File: config.mk
export PLATFORM = sky130hd
export DESIGN_NAME = operand_fetch_stage
export DESIGN_NICKNAME = d
export VERILOG_FILES = /design/src/rtl/operand_fetch_stage.sv
export SDC_FILE = /design/constraint.sdc
export NUM_CORES = 1
export LEC_CHECK = 0
export CORE_MARGIN = 2
export CORE_UTILIZATION = 30
export CTS_CLUSTER_DIAMETER = 80
export DETAILED_ROUTE_END_ITERATION = 16
export GPL_TIMING_DRIVEN = 0
export HOLD_SLACK_MARGIN = 0.06
export PLACE_DENSITY = 0.67
export SKIP_CTS_REPAIR_TIMING = 1
export SLEW_MARGIN = 20
export SYNTH_ARGS = -nofsm -noshare
export SYNTH_HDL_FRONTEND = slang
export SYNTH_SLANG_ARGS = --single-unit
export TNS_END_PERCENT = 10
File: constraint.sdc
create_clock -name clk -period 6 [get_ports clk]
set_clock_uncertainty 0.15 [all_clocks]
set_input_delay 0.6 -clock clk [delete_from_list [all_inputs] [get_ports clk]]
set_output_delay 0.6 -clock clk [all_outputs]
set_load 0.01 [all_outputs]
File: src/rtl/operand_fetch_stage.sv
// Operand fetch stage: latches one decoded instruction, waits out channel hazards on a busy
// scoreboard, reads needed channel operands one at a time and hands the bundle to execute.
module operand_fetch_stage #(
    parameter int data_width = 16,
    parameter int n_blocks   = 256,
    parameter int ctrl_width = 48
) (
    input  logic                          clk,
    input  logic                          reset_n,
    input  logic                          in_valid,
    output logic                          in_ready,
    input  logic [$clog2(n_blocks)-1:0]   block_in,
    input  logic [3:0]                    src_a_in,
    input  logic [3:0]                    src_b_in,
    input  logic [3:0]                    src_c_in,
    input  logic                          src_a_reg_in,
    input  logic                          src_b_reg_in,
    input  logic                          src_c_reg_in,
    input  logic                          arg_a_needed_in,
    input  logic                          arg_b_needed_in,
    input  logic                          arg_c_needed_in,
    input  logic [3:0]                    dest_in,
    input  logic                          writes_channel_in,
    input  logic [data_width-1:0]         register_0_in,
    input  logic [data_width-1:0]         register_1_in,
    input  logic [ctrl_width-1:0]         ctrl_in,
    output logic [3:0]                    ch_read_addr,
    input  logic [data_width-1:0]         ch_read_val,
    input  logic                          wb_valid,
    input  logic [3:0]                    wb_dest,
    output logic                          out_valid,
    input  logic                          out_ready,
    output logic [$clog2(n_blocks)-1:0]   block_out,
    output logic [3:0]                    dest_out,
    output logic                          writes_channel_out,
    output logic [ctrl_width-1:0]         ctrl_out,
    output logic [data_width-1:0]         op_a_out,
    output logic [data_width-1:0]         op_b_out,
    output logic [data_width-1:0]         op_c_out
);
    localparam int bw = $clog2(n_blocks);

    typedef enum logic [1:0] {IDLE, CHECK, READ, CAPTURE} state_t;
    state_t state_reg, state_next;

    logic [2:0][3:0]            src_in, src_reg, src_next;
    logic [2:0]                 is_reg_in, needed_in, chan_in, op_hazard;
    logic [2:0][data_width-1:0] op_reg, op_next;
    logic [2:0]                 pending_reg, pending_next, rem_mask;
    logic [1:0]                 cur_reg, cur_next, first_pend, first_rem;
    logic [3:0]                 addr_reg, addr_next;
    logic                       out_valid_reg, out_valid_next;
    logic [15:0]                busy_reg, busy_next;
    logic [bw-1:0]              block_reg;
    logic [3:0]                 dest_reg;
    logic                       writes_reg;
    logic [ctrl_width-1:0]      ctrl_reg;
    logic                       accept, consume, hazard, finish, capture_en;

    function automatic logic [1:0] first_set(input logic [2:0] m);
        first_set = m[0] ? 2'd0 : (m[1] ? 2'd1 : 2'd2);
    endfunction

    assign src_in    = {src_c_in, src_b_in, src_a_in};
    assign is_reg_in = {src_c_reg_in, src_b_reg_in, src_a_reg_in};
    assign needed_in = {arg_c_needed_in, arg_b_needed_in, arg_a_needed_in};

    assign in_ready = (state_reg == IDLE) && (!out_valid_reg || out_ready);
    assign accept   = in_valid && in_ready;
    assign consume  = out_valid_reg && out_ready;

    // pending_reg holds the channel-sourced operands still to be read, in order a,b,c
    assign rem_mask   = pending_reg & ~(3'b001 << cur_reg);
    assign first_pend = first_set(pending_reg);
    assign first_rem  = first_set(rem_mask);

    genvar gi;
    generate
        for (gi = 0; gi < 3; gi++) begin : g_opnd
            assign chan_in[gi]   = needed_in[gi] && !is_reg_in[gi];
            assign op_hazard[gi] = pending_reg[gi] && busy_reg[src_reg[gi]];
            assign src_next[gi]  = accept ? src_in[gi] : src_reg[gi];
            assign op_next[gi]   = accept ?
                                   ((!needed_in[gi] || !is_reg_in[gi]) ? '0 :
                                    (src_in[gi][0] ? register_1_in : register_0_in)) :
                                   ((capture_en && cur_reg == 2'(gi)) ? ch_read_val : op_reg[gi]);
        end
        // Set by a consumed channel-writing result takes priority over a same-cycle writeback
        for (gi = 0; gi < 16; gi++) begin : g_busy
            assign busy_next[gi] = (consume && writes_reg && dest_reg == 4'(gi)) ? 1'b1 :
                                   (wb_valid && wb_dest == 4'(gi))              ? 1'b0 :
                                   busy_reg[gi];
        end
    endgenerate

    assign hazard = (|op_hazard) || (writes_reg && busy_reg[dest_reg]);

    always_comb begin
        state_next   = state_reg;
        pending_next = pending_reg;
        cur_next     = cur_reg;
        addr_next    = addr_reg;
        finish       = 1'b0;
        capture_en   = 1'b0;
        case (state_reg)
            IDLE: begin
                if (accept) begin
                    state_next   = CHECK;
                    pending_next = chan_in;
                end
            end
            CHECK: begin
                if (!hazard) begin
                    if (pending_reg != 3'b000) begin
                        cur_next   = first_pend;
                        addr_next  = src_reg[first_pend];
                        state_next = READ;
                    end else begin
                        finish     = 1'b1;
                        state_next = IDLE;
                    end
                end
            end
            READ: state_next = CAPTURE;
            CAPTURE: begin
                capture_en   = 1'b1;
                pending_next = rem_mask;
                if (rem_mask != 3'b000) begin
                    cur_next   = first_rem;
                    addr_next  = src_reg[first_rem];
                    state_next = READ;
                end else begin
                    finish     = 1'b1;
                    state_next = IDLE;
                end
            end
            default: state_next = IDLE;
        endcase
    end

    assign out_valid_next = finish ? 1'b1 : (consume ? 1'b0 : out_valid_reg);

    always_ff @(posedge clk) begin
        if (!reset_n) begin
            state_reg     <= IDLE;
            pending_reg   <= '0;
            cur_reg       <= '0;
            addr_reg      <= '0;
            out_valid_reg <= 1'b0;
            busy_reg      <= '0;
            src_reg       <= '0;
            op_reg        <= '0;
            block_reg     <= '0;
            dest_reg      <= '0;
            writes_reg    <= 1'b0;
            ctrl_reg      <= '0;
        end else begin
            state_reg     <= state_next;
            pending_reg   <= pending_next;
            cur_reg       <= cur_next;
            addr_reg      <= addr_next;
            out_valid_reg <= out_valid_next;
            busy_reg      <= busy_next;
            src_reg       <= src_next;
            op_reg        <= op_next;
            if (accept) begin
                block_reg  <= block_in;
                dest_reg   <= dest_in;
                writes_reg <= writes_channel_in;
                ctrl_reg   <= ctrl_in;
            end
        end
    end

    assign out_valid          = out_valid_reg;
    assign ch_read_addr       = addr_reg;
    assign block_out          = block_reg;
    assign dest_out           = dest_reg;
    assign writes_channel_out = writes_reg;
    assign ctrl_out           = ctrl_reg;
    assign op_a_out           = op_reg[0];
    assign op_b_out           = op_reg[1];
    assign op_c_out           = op_reg[2];

endmodule

==> impl_metrics.json <==
{
  "worst-path-max-fanout": 10,
  "max-vdd-ir-drop_uv": 212,
  "powerDensity_mw_per_mm2": 263,
  "residual_overflow_from_global_routing": 0,
  "post_synth_and_or_nand_nor_area_fraction_pct": 16.6,
  "area_delta_synth_final_pct": 48.5,
  "clkPwrFrac_pct": 37.4,
  "biggest_cell_delay_along_the_critical_path_ns": 0.50,
  "tightest_slew_ns": 0.906,
  "layout_min_cycle_time_ns": 3.14,
  "drt_pre_antenna_iters": 5,
  "max_cap_violations": 0,
  "slew-limit-headroom_pct": 39.6,
  "mean_number_of_vias_per_cell": 5.15,
  "crit_arrival_ns": 3.32,
  "cts_sinks": 149,
  "clock_insertion_delay_worst_skew_ns": 0.42,
  "finalSetupTns_ns": 0,
  "grt_max_degree": 17,
  "worst-r2r-cell-count": 7,
  "final.period_utilization_pct": 52.4,
  "synth_fp_nets": 953,
  "gp_congestion": 0.929,
  "rsz0062_at_grt": "false",
  "syn_avg_cell_area_sq_um": 8.63,
  "hold_path.class": "reg2reg",
  "dieArea_sq_mm": 0.0248,
  "post-dp-hpwl_microns": 20300,
  "async_flop_share_pct": 0,
  "grt_first_pass_wirelength_microns": 39500,
  "post-route-cell-area_sq_mm": 0.0105,
  "routed.top_layer": "met4",
  "yosys.area_share.adder_pct": 0,
  "cts_max_level": 4,
  "drt.antenna.violating_nets": 0,
  "synth_edf_count": 0,
  "power.share.switching_pct": 29.5,
  "seq_power_share_pct": 40.6,
  "most_frequent_standard_cell_in_the_layout_excluding_fill_and_tap_cells": "sky130_fd_sc_hd__clkdlybuf4s50_1",
  "finalWorstSetupSlack_ns": 2.86,
  "numPlacedInstances": 1382,
  "critical-path-top-delay-family": "buffers and inverters",
  "instances_no_fill": 1415,
  "cts_tree": "yes",
  "critical_path.slowest_cell": "sky130_fd_sc_hd__clkdlybuf4s50_1",
  "worstSetupEndpointType": "register",
  "dominant_combinational_cell_family_by_area_after_synthesis": "compound AO/OA/AOI/OAI gates",
  "num_io_pins": 251,
  "route.vias.total": 7293,
  "crit_top_cell": "sky130_fd_sc_hd__clkbuf_1",
  "met3_length_microns": 2140,
  "synth.mux.area_fraction_pct": 12.6,
  "fmaxAchievable_mhz": 318,
  "portBuffers": 246,
  "path_class": "in2reg",
  "chipWidth_microns": 157,
  "routed_wl_microns": 26700,
  "crit_path_start_kind": "input pin",
  "sequential_to_total_area_share_from_yosys_stat_pct": 42.3,
  "rows": 56,
  "syn_inst": 817,
  "cp_cell_sequence": "clkdlybuf4s50_1 -> nand2b_1 -> and3_1 -> clkbuf_1 -> and3_1 -> clkbuf_1 -> clkbuf_1 -> a22oi_1 -> a211oi_1",
  "initial_core_utilization_pct": 30.3,
  "comb_power_share_pct": 22.0,
  "wl_met2_microns": 12000,
  "drc": 0,
  "die_height_microns": 157,
  "report.final.hold_viol_count": 0,
  "detail_route.iter0.violations": 492,
  "path_depth": 9,
  "dpl-instance-area_sq_mm": 0.00991,
  "synthXorXnorAreaFrac_pct": 0,
  "power_switching_uw": 813,
  "timing.hold.worst_path_depth": 2,
  "ys_flop_type": "sky130_fd_sc_hd__dfxtp_1",
  "synthDistinctLibCells": 53,
  "drt-met1-wl_microns": 11700,
  "path_clk_slew_ns": 0.06,
  "status": "complete, no violations",
  "antenna_found_initial": 2,
  "place_ws_ns": 2.43,
  "timing.critical_path.buf_inv": 4,
  "syn-cell-area_sq_mm": 0.00705,
  "floorplan.core_area_sq_mm": 0.0233,
  "internal_power_uw": 1940,
  "critPathRequiredTime_ns": 6.18,
  "root_buffer_cell": "sky130_fd_sc_hd__clkbuf_16",
  "synth_compound_gate_area_share_pct": 24.4,
  "largest_reg_flops": 48,
  "route.detailed.wl_per_inst_microns": 18.9,
  "layout_common_cells": "246 x sky130_fd_sc_hd__clkdlybuf4s50_1, 165 x sky130_fd_sc_hd__nand2_1, 149 x sky130_fd_sc_hd__dfxtp_1",
  "track_usage_pct": 20.9,
  "cts_max_path_buffers": 2,
  "first_global_vias": 6817,
  "finalSetupViolations": 0,
  "cts_buffers": 17,
  "layout.nets": 1218,
  "post_route_cells_drive_above_1_share_pct": 6.22,
  "yosysWarningCount": 0,
  "timing_max_transition_violations_final": 0,
  "ys_seq_elements": 149,
  "power_leakage_uw": 0.00406
}
-- metal layers --
metal  global-route usage (%)  up-vias
met5                        0        -
li1                         -     3492
met2                     32.0      315
met4                     8.31        0
met3                     5.92       47
met1                     27.8     3439
-- Yosys cell counts (8+ instances only) --
cell | n | share of area (%)
sky130_fd_sc_hd__o211a_1 | 32 | 4.5
sky130_fd_sc_hd__mux2i_1 | 37 | 5.3
sky130_fd_sc_hd__a21oi_1 | 93 | 6.6
sky130_fd_sc_hd__nand2_1 | 165 | 8.8
sky130_fd_sc_hd__o21ai_0 | 82 | 5.8
sky130_fd_sc_hd__nor3_1 | 10 | 0.71
sky130_fd_sc_hd__buf_1 | 8 | 0.43
sky130_fd_sc_hd__nor2b_1 | 8 | 0.71
sky130_fd_sc_hd__a211oi_1 | 16 | 1.7
sky130_fd_sc_hd__dfxtp_1 | 149 | 42
sky130_fd_sc_hd__a22oi_1 | 21 | 2.2
sky130_fd_sc_hd__nor2_1 | 32 | 1.7
sky130_fd_sc_hd__nand3_1 | 8 | 0.57
sky130_fd_sc_hd__clkbuf_1 | 50 | 2.7
sky130_fd_sc_hd__nand2b_1 | 8 | 0.71
sky130_fd_sc_hd__mux2_2 | 16 | 2.6
-- per-stage QoR --
step	utilization [%]	power (uW)	hold WS (ns)
6_report	45.0	2760	0.303
5_1_grt	45.0	2870	0.320
4_1_cts	45.0	2770	0.305
3_5_place_dp	42.6	1740	0.297
3_3_place_gp	42.6	1740	0.291
2_1_floorplan	-	1400	0.308
-- logic make-up after synthesis --
logic type	Yosys count
compound gates	269
simple gates	264
flops	149
buf+inv	68
mux	67
-- area by class of cell --
class                   instances  area, sq um
clock inverters                13          128
well taps                     319          399
fillers                      2369        12800
diodes                          2         5.00
inverters                       4         15.0
flip-flops and latches        149         2980
clock buffers                  18          429
repair buffers                246         2460
multi-input cells             600         3790
plain buffers                  64          269
-- worst register-to-register path: stages (launching register included) --
cell and delay, ns:
sky130_fd_sc_hd__dfxtp_1 0.33, sky130_fd_sc_hd__clkbuf_1 0.36, sky130_fd_sc_hd__mux4_2 0.57, sky130_fd_sc_hd__a22oi_1 0.22, sky130_fd_sc_hd__nand4_2 0.23, sky130_fd_sc_hd__o41ai_4 0.64
sky130_fd_sc_hd__a21oi_1 0.14, sky130_fd_sc_hd__a311oi_1 0.27
-- final timing paths --
path / from / end / slack (ns)
min reg2reg: ctrl_out[11]$_SDFFE_PN0P_ / ctrl_out[11]$_SDFFE_PN0P_ / 0.30
max: out_ready / op_a_out[15]$_SDFFE_PN0P_ / 2.86
min: ctrl_out[11]$_SDFFE_PN0P_ / ctrl_out[11]$_SDFFE_PN0P_ / 0.30
max reg2reg: dest_out[1]$_SDFFE_PN0P_ / cur_reg[1]$_SDFFE_PN0P_ / 3.01
-- power groups by stage --
stage,Sequential (uW),Clock [uW],Combinational [uW]
2_1_floorplan,1160,0,242
3_3_place_gp,1140,0,600
3_5_place_dp,1140,0,603
4_1_cts,1120,1050,606
5_1_grt,1130,1090,654
6_report,1120,1030,608
(Power assumes the default switching activity.)
